`src/rtl/main_fsm_pkg.sv`:
```
// Shared definitions for the multicycle control FSM: state encoding,
// decoded opcodes and ALUOp encodings, plus an opcode-support helper.
// Optional feature macro: MAIN_FSM_JAL_EN (enables jal decode/state).
package main_fsm_pkg;

  // State encoding, kept as plain constants for legacy compatibility.
  typedef logic [3:0] state_t;

  localparam state_t S_FETCH    = 4'd0;
  localparam state_t S_DECODE   = 4'd1;
  localparam state_t S_MEMADR   = 4'd2;
  localparam state_t S_MEMREAD  = 4'd3;
  localparam state_t S_MEMWB    = 4'd4;
  localparam state_t S_MEMWRITE = 4'd5;
  localparam state_t S_EXECUTER = 4'd6;
  localparam state_t S_EXECUTEI = 4'd7;
  localparam state_t S_ALUWB    = 4'd8;
  localparam state_t S_BEQ      = 4'd9;
  localparam state_t S_JAL      = 4'd10;

  // Opcodes recognised by the decoder.
  localparam logic [6:0] OP_LW    = 7'b0000011;
  localparam logic [6:0] OP_SW    = 7'b0100011;
  localparam logic [6:0] OP_RTYPE = 7'b0110011;
  localparam logic [6:0] OP_ITYPE = 7'b0010011;
  localparam logic [6:0] OP_BEQ   = 7'b1100011;
  localparam logic [6:0] OP_JAL   = 7'b1101111;

  // ALUOp encodings consumed by the ALU decoder.
  localparam logic [1:0] ALUOP_ADD   = 2'b00;
  localparam logic [1:0] ALUOP_SUB   = 2'b01;
  localparam logic [1:0] ALUOP_FUNCT = 2'b10;

  // True when the opcode has a decode path in this build.
  function automatic logic op_supported(input logic [6:0] opc);
    logic ok;
    ok = 1'b0;
    case (opc)
      OP_LW, OP_SW, OP_RTYPE, OP_ITYPE, OP_BEQ: ok = 1'b1;
`ifdef MAIN_FSM_JAL_EN
      OP_JAL: ok = 1'b1;
`endif
      default: ok = 1'b0;
    endcase
    return ok;
  endfunction

endpackage

```
`src/rtl/main_fsm.sv`:
```
// Multicycle RISC-V control FSM (Moore); one state per cycle, Fetch/MemRead/MemWrite
// wait on mem_ready with enables held low until it rises; jal path only when
// MAIN_FSM_JAL_EN is defined, otherwise 1101111 decodes as illegal.
module main_fsm
  import main_fsm_pkg::*;
(
  input  logic       clk,
  input  logic       reset_n,
  input  logic [6:0] op,
  input  logic       mem_ready,
  output logic       IRWrite,
  output logic       PCUpdate,
  output logic       RegWrite,
  output logic       MemWrite,
  output logic       Branch,
  output logic       AdrSrc,
  output logic [1:0] ALUSrcA,
  output logic [1:0] ALUSrcB,
  output logic [1:0] ResultSrc,
  output logic [1:0] ALUOp,
  output logic       illegal_op
);

  state_t state;
  state_t state_nxt;

  // State register; reset aborts any instruction and returns to Fetch at once.
  always_ff @(posedge clk or negedge reset_n) begin
    if (!reset_n) begin
      state <= S_FETCH;
    end else begin
      state <= state_nxt;
    end
  end

  // Next-state: op is only looked at in Decode and MemAdr.
  always_comb begin
    state_nxt = state;
    case (state)
      S_FETCH:    if (mem_ready) state_nxt = S_DECODE;
      S_DECODE: begin
        case (op)
          OP_LW, OP_SW: state_nxt = S_MEMADR;
          OP_RTYPE:     state_nxt = S_EXECUTER;
          OP_ITYPE:     state_nxt = S_EXECUTEI;
          OP_BEQ:       state_nxt = S_BEQ;
`ifdef MAIN_FSM_JAL_EN
          OP_JAL:       state_nxt = S_JAL;
`endif
          default:      state_nxt = S_FETCH;
        endcase
      end
      S_MEMADR:   state_nxt = (op == OP_LW) ? S_MEMREAD : S_MEMWRITE;
      S_MEMREAD:  if (mem_ready) state_nxt = S_MEMWB;
      S_MEMWB:    state_nxt = S_FETCH;
      S_MEMWRITE: if (mem_ready) state_nxt = S_FETCH;
      S_EXECUTER: state_nxt = S_ALUWB;
      S_EXECUTEI: state_nxt = S_ALUWB;
      S_ALUWB:    state_nxt = S_FETCH;
      S_BEQ:      state_nxt = S_FETCH;
`ifdef MAIN_FSM_JAL_EN
      S_JAL:      state_nxt = S_ALUWB;
`endif
      default:    state_nxt = S_FETCH;
    endcase
  end

  // Outputs: decoded from state; memory-side enables also need mem_ready, and the
  // Fetch enables are masked by reset_n since state sits in Fetch during reset.
  always_comb begin
    IRWrite    = 1'b0;
    PCUpdate   = 1'b0;
    RegWrite   = 1'b0;
    MemWrite   = 1'b0;
    Branch     = 1'b0;
    AdrSrc     = 1'b0;
    ALUSrcA    = 2'b00;
    ALUSrcB    = 2'b00;
    ResultSrc  = 2'b00;
    ALUOp      = ALUOP_ADD;
    illegal_op = 1'b0;
    case (state)
      S_FETCH: begin
        IRWrite   = mem_ready & reset_n;
        PCUpdate  = mem_ready & reset_n;
        ALUSrcB   = 2'b10;
        ResultSrc = 2'b10;
      end
      S_DECODE: begin
        ALUSrcA    = 2'b01;
        ALUSrcB    = 2'b01;
        illegal_op = ~op_supported(op);
      end
      S_MEMADR: begin
        ALUSrcA = 2'b10;
        ALUSrcB = 2'b01;
      end
      S_MEMREAD: begin
        AdrSrc = 1'b1;
      end
      S_MEMWB: begin
        ResultSrc = 2'b01;
        RegWrite  = 1'b1;
      end
      S_MEMWRITE: begin
        AdrSrc   = 1'b1;
        MemWrite = mem_ready;
      end
      S_EXECUTER: begin
        ALUSrcA = 2'b10;
        ALUOp   = ALUOP_FUNCT;
      end
      S_EXECUTEI: begin
        ALUSrcA = 2'b10;
        ALUSrcB = 2'b01;
        ALUOp   = ALUOP_FUNCT;
      end
      S_ALUWB: begin
        RegWrite = 1'b1;
      end
      S_BEQ: begin
        ALUSrcA = 2'b10;
        ALUOp   = ALUOP_SUB;
        Branch  = 1'b1;
      end
`ifdef MAIN_FSM_JAL_EN
      S_JAL: begin
        ALUSrcA  = 2'b01;
        ALUSrcB  = 2'b10;
        PCUpdate = 1'b1;
      end
`endif
      default: begin
        IRWrite = 1'b0;
      end
    endcase
  end

endmodule

```
`config.mk`:
```
export PLATFORM = sky130hd
export DESIGN_NAME = main_fsm
export DESIGN_NICKNAME = d
export VERILOG_FILES = /design/src/rtl/main_fsm_pkg.sv /design/src/rtl/main_fsm.sv
export SDC_FILE = /design/constraint.sdc
export NUM_CORES = 1
export LEC_CHECK = 0
export ABC_AREA = 0
export CAP_MARGIN = 20
export CORE_AREA = 2 2 39 41
export DETAILED_ROUTE_END_ITERATION = 16
export DIE_AREA = 0 0 41 43
export GPL_ROUTABILITY_DRIVEN = 0
export PLACE_DENSITY = 0.74
export RECOVER_POWER = 100
export SLEW_MARGIN = 5
export SYNTH_ARGS = -nofsm -noshare
export SYNTH_HDL_FRONTEND = slang
export SYNTH_SLANG_ARGS = --single-unit
```
`constraint.sdc`:
```
create_clock -name clk -period 4.7 [get_ports clk]
set_input_delay 1.41 -clock clk [delete_from_list [all_inputs] [get_ports clk]]
set_output_delay 1.41 -clock clk [all_outputs]
set_load 0.01 [all_outputs]
```
==> results of run 1 <==
## where the power goes
group | internal (µW) | switching (µW) | leakage, µW
clock | 28.5 | 13.0 | 0.0000138
sequential | 44.4 | 41.2 | 0.0000534
combinational | 124 | 87.0 | 0.000241
total | 197 | 141 | 0.000308
## cell type report
cell class,count,area share
well taps,16,0.0284
multi-input cells,44,0.447
inverters,2,0.0106
repair buffers,24,0.340
clock buffers,3,0.0319
flip-flops and latches,4,0.142
## Yosys cell counts, types with 2 or more instances
cell type,number
inv_1,2
nor3b_1,5
nor4_1,3
clkbuf_1,3
xnor2_1,2
a21oi_1,2
nor2b_1,5
nand2b_1,2
and3_1,3
dfrtp_1,4
a31oi_1,2
## logic make-up (layout without fill, tap and decap cells)
kind of cell / count (synthesis) / in the layout / synth area share
DFF: 4 / 4 / 0.212
buffers and inverters: 8 / 29 / 0.0899
AOI/OAI and AO/OA: 15 / 15 / 0.246
and+or+nand+nor: 27 / 27 / 0.415
xor gates and xnor gates: 2 / 2 / 0.0370
## worst max path at each step
stage	cells after the start	end	slack, ns
CTS	4	illegal_op	0.42
detailed placement	4	illegal_op	0.42
floorplan	2	illegal_op	1.32
global placement	4	illegal_op	0.45
finish	4	illegal_op	0.36
global route	4	illegal_op	0.30
## worst reg2reg max path, delay by kind of cell, from the launching register on
| kind | cells | cell delay (ns) |
|---|---|---|
| AOI/OAI and AO/OA | 2 | 0.62 |
| and+or+nand+nor | 1 | 0.82 |
| DFF | 1 | 0.52 |
## placed cells by master (no fill, tap or decap), types with 2 or more instances in the layout
cell	count
dfrtp_1	4
a31oi_1	2
nand2b_1	2
dlygate4sd3_1	15
nor2b_1	5
inv_1	2
nor4_1	3
a21oi_1	2
nor3b_1	5
clkbuf_4	3
clkdlybuf4s50_1	9
and3_1	3
xnor2_1	2
## per-layer routing
metal | global-route usage | wire length [µm] | vias to the layer above | share of wire
met2 | 0.206 | 525 | 16 | 0.45
met4 | 0.0933 | 30 | 0 | 0.026
li1 | - | - | 253 | -
met3 | 0.00524 | 57 | 4 | 0.049
met5 | 0 | 0 | - | 0
met1 | 0.212 | 548 | 232 | 0.47
## stage by stage
step,utilization,area (µm²)
3_5_place_dp,0.505,698
2_1_floorplan,-,473
4_1_cts,0.521,721
3_3_place_gp,0.505,698
6_report,0.510,706
5_1_grt,0.510,706
==> flow_metrics.env, run 1 <==
export IMPL_cts_sinks=4
export IMPL_synthArstFlopShare=1.00
export IMPL_setup_viol=0
export IMPL_largest_register="state"
export IMPL_first_pass_iters=4
export IMPL_max_freq_mhz=230
export IMPL_hold_start="state[3]"
export IMPL_port_buffer_count=24
export IMPL_ctsResizeCount=0
export IMPL_tns_ns=0
export IMPL_clk_latency_ns=0.23
export IMPL_irDropWorstVdd_mv=0.167
export IMPL_relSlewSlack=0.421
export IMPL_vias=505
export IMPL_wl_um=1160
export IMPL_cp_max_fo=7
export IMPL_drive_above_1_share=0.0779
export IMPL_r2r_start="state[2]"
export IMPL_fin_crit_sh=0.924
export IMPL_ys_ff_latch=4
export IMPL_yosysTopAreaCell="dfrtp_1"
export IMPL_initial_utilization=0.342
export IMPL_cts_hold_buf=0
export IMPL_critPathLaunch="op[2]"
export IMPL_io_pins=25
export IMPL_largest_reg_flops=4
export IMPL_whs_ns=0.704
export IMPL_grtUsageTotal=0.148
export IMPL_core_um2=1380
export IMPL_grt_max_degree=19
export IMPL_fin_ws_ns=0.359
export IMPL_final_net_count=89
export IMPL_r2r_end="state[2]"
export IMPL_antenna_found_initial=0
export IMPL_dieArea_um2=1760
export IMPL_dr_first_iter_drc_count=10
export IMPL_max_cap_violations=0
export IMPL_wl_per_cell_um=12.5
export IMPL_reg2reg_slack_ns=2.63
export IMPL_critPathCaptureType="primary output"
export IMPL_dp_cells=90
export IMPL_numCtsBuffers=3
export IMPL_seq_area_um2=100
export IMPL_synthCells=56
export IMPL_fp_dieH_um=43
export IMPL_cts_max_path_buffers=2
export IMPL_ys_top_cells_by_area="dfrtp_1 21%, nor3b_1 7.9%, nor2b_1 6.6%"
export IMPL_multi_input_area_um2=315
export IMPL_antenna_cells=0
export IMPL_cp_start_kind="input pin"
export IMPL_reg2regPathDepth=3
export IMPL_postCtsSetupRepairBufs=0
export IMPL_syn_nets=66
export IMPL_ys_seq_area_frac=0.212
export IMPL_place_ws_ns=0.424
export IMPL_path_class="in2out"
export IMPL_vias_per_cell=5.43
export IMPL_ys_flop_type="dfrtp_1"
export IMPL_grt_pass1_vias=417
export IMPL_p_leak_uw=0.000308
export IMPL_finalHoldViolations=0
export IMPL_rsz0062_at_grt="false"
export IMPL_fin_cells=93
export IMPL_yosysWarnings=0
export IMPL_cts_clk_slew_worst_paths_ns=0.04
export IMPL_reg_top3="state (4)"
export IMPL_drcViolationCount=0
export IMPL_clockRootBuffer="clkbuf_4"
export IMPL_synth_edf_count=0
export IMPL_die_width_um=41
export IMPL_grt_pass1_wl_um=1810
export IMPL_rows=14
export IMPL_worstHoldPathCells=1
export IMPL_tightest_slew_ns=0.856
export IMPL_layout_area_overhead_vs_synth_pct=49.2
export IMPL_n_fill_cell=138
export IMPL_drtAntennaViolNets=0
export IMPL_arrival_ns=2.93
export IMPL_critPathBufInv=2
export IMPL_cp_slowest_cell="dlygate4sd3_1"
export IMPL_overflow=0
export IMPL_outcome="complete, no violations"
export IMPL_worstPathRequired_ns=3.29
export IMPL_htreeDepth=1
export IMPL_final_max_slew_viol_count=0
export IMPL_syn_area_um2=473
export IMPL_hp_class="reg2reg"
export IMPL_min_to="state[2]"
export IMPL_p_total_uw=338
export IMPL_p_per_area_nw_per_um2=479
export IMPL_synth_top_area_frac=0.212
export IMPL_fin_crit_ns=4.34
export IMPL_slowest_delay_ns=0.62
export IMPL_path_cells="clkdlybuf4s50_1 > and4bb_1 > a21boi_0 > dlygate4sd3_1"
export IMPL_critical_path_top_delay_family="buffers and inverters"
export IMPL_ys_types=34
export IMPL_skew_ns=0.00438
export IMPL_avgSynthCellArea_um2=8.45
export IMPL_cts_tree="done"
export IMPL_dp_hpwl_um=827
Note: power is estimated with default switching activity, not from simulation.
==> run 2, diff against run 1 <==
--- a/config.mk
+++ b/config.mk
@@ -13,6 +13,7 @@
 export GPL_ROUTABILITY_DRIVEN = 0
 export PLACE_DENSITY = 0.74
 export RECOVER_POWER = 100
+export REMOVE_ABC_BUFFERS = 1
 export SLEW_MARGIN = 5
 export SYNTH_ARGS = -nofsm -noshare
 export SYNTH_HDL_FRONTEND = slang
==> run 2 against run 1 <==
Non-clock buffer count unchanged. Sequential share of layout area stayed put. Sequential power down 0.9%. Worst hold slack better by 0.0018 ns. Count of clock-buffer cells in the layout stayed put. Clock power barely moved. Largest power group unchanged.
==> flow_metrics.env, run 2 (same netlist as run 1, synthesis figures left out) <==
export IMPL_grtUsageTotal=0.140
export IMPL_multi_input_area_um2=315
export IMPL_n_fill_cell=137
export IMPL_layout_common_cells="16 x dlygate4sd3_1, 8 x clkdlybuf4s50_1, 5 x nor2b_1, 5 x nor3b_1, 4 x dfrtp_1"
export IMPL_seq_area_um2=100
export IMPL_critical_path_top_delay_family="buffers and inverters"
export IMPL_hp_class="reg2reg"
export IMPL_irDropWorstVdd_mv=0.239
export IMPL_postCtsSetupRepairBufs=0
export IMPL_io_pins=25
export IMPL_fin_crit_ns=4.36
export IMPL_ctsResizeCount=0
export IMPL_p_total_uw=340
export IMPL_cts_max_path_buffers=2
export IMPL_max_cap_violations=0
export IMPL_cts_clk_slew_worst_paths_ns=0.04
export IMPL_initial_utilization=0.342
export IMPL_path_class="in2out"
export IMPL_numCtsBuffers=3
export IMPL_drtAntennaViolNets=0
export IMPL_final_net_count=89
export IMPL_antenna_cells=0
export IMPL_dp_hpwl_um=867
export IMPL_tightest_slew_ns=0.879
export IMPL_drcViolationCount=0
export IMPL_path_cells="clkdlybuf4s50_1 > and4bb_1 > a21boi_0 > dlygate4sd3_1"
export IMPL_grt_max_degree=19
export IMPL_final_max_slew_viol_count=0
export IMPL_rows=14
export IMPL_cp_max_fo=7
export IMPL_grt_pass1_vias=427
export IMPL_cp_slowest_cell="dlygate4sd3_1"
export IMPL_cp_start_kind="input pin"
export IMPL_largest_register="state"
export IMPL_reg_top3="state (4)"
export IMPL_cts_hold_buf=0
export IMPL_dr_first_iter_drc_count=4
export IMPL_htreeDepth=1
export IMPL_relSlewSlack=0.406
export IMPL_rsz0062_at_grt="false"
export IMPL_core_um2=1380
export IMPL_finalHoldViolations=0
export IMPL_worstPathRequired_ns=3.29
export IMPL_wl_um=1160
export IMPL_setup_viol=0
export IMPL_clockRootBuffer="clkbuf_4"
export IMPL_place_area_um2=698
export IMPL_cts_sinks=4
export IMPL_max_freq_mhz=229
export IMPL_grt_pass1_wl_um=1780
export IMPL_whs_ns=0.705
export IMPL_clk_latency_ns=0.23
export IMPL_cts_tree="done"
export IMPL_final_common_cell="dlygate4sd3_1"
export IMPL_fin_crit_sh=0.928
export IMPL_die_width_um=41
export IMPL_outcome="complete, no violations"
export IMPL_p_per_area_nw_per_um2=482
export IMPL_p_leak_uw=0.000312
export IMPL_skew_ns=0.000918
export IMPL_largest_reg_flops=4
export IMPL_vias_per_cell=5.42
export IMPL_antenna_found_initial=0
export IMPL_wl_per_cell_um=12.5
export IMPL_overflow=0
export IMPL_port_buffer_count=24
export IMPL_slowest_delay_ns=0.63
export IMPL_first_pass_iters=4
export IMPL_critPathCaptureType="primary output"
export IMPL_tns_ns=0
export IMPL_reg2reg_slack_ns=2.62
export IMPL_critPathBufInv=2
export IMPL_arrival_ns=2.95
export IMPL_fp_dieH_um=43
export IMPL_dieArea_um2=1760
export IMPL_vias=504
export IMPL_drive_above_1_share=0.0779
export IMPL_layout_area_overhead_vs_synth_pct=49.2
export IMPL_stdcell_area_um2=706
-- run 2: final cells by class --
type	instances	share of cell area
Inverter	2	0.0106
Clock buffer	3	0.0319
Sequential cell	4	0.142
Multi-Input combinational cell	44	0.447
Tap cell	16	0.0284
Timing Repair Buffer	24	0.340
-- run 2: metal layers --
layer	GRT usage	wire length, µm
met5	0	0
met4	0	0
met3	0.0314	34
met2	0.231	580
met1	0.193	546
-- run 2: final timing paths --
path,startpoint,end,cells past startpoint
worst max-delay path,op[2],illegal_op,4
worst min-delay path,state[3],state[2],1
worst max register to register,state[1],state[2],3
worst min register to register,state[3],state[2],1
max in group asynchronous,reset_n,state[3],1
min in group asynchronous,reset_n,state[1],1
-- run 2: where the power goes --
part	switching, µW	internal, µW	total [µW]
Combinational	89.8	124	214
Clock	13.1	28.5	41.6
Sequential	40.5	44.4	84.9
Total	143	197	340
-- run 2: metrics by stage --
stage,setup WS (ns),utilization,std cells
finish,0.340,0.510,93
global route,0.274,0.510,93
CTS,0.372,0.521,93
detailed placement,0.384,0.505,90
global placement,0.437,0.505,90
floorplan,1.32,-,50
==> run 3, diff against run 2 <==
--- a/config.mk
+++ b/config.mk
@@ -6,11 +6,10 @@
 export NUM_CORES = 1
 export LEC_CHECK = 0
 export ABC_AREA = 0
-export CAP_MARGIN = 20
+export CAP_MARGIN = 10
 export CORE_AREA = 2 2 39 41
 export DETAILED_ROUTE_END_ITERATION = 16
 export DIE_AREA = 0 0 41 43
-export GPL_ROUTABILITY_DRIVEN = 0
 export PLACE_DENSITY = 0.74
 export RECOVER_POWER = 100
 export REMOVE_ABC_BUFFERS = 1
==> results of run 3 <==
Final layout, timing and power as in run 2 (identical DEF).
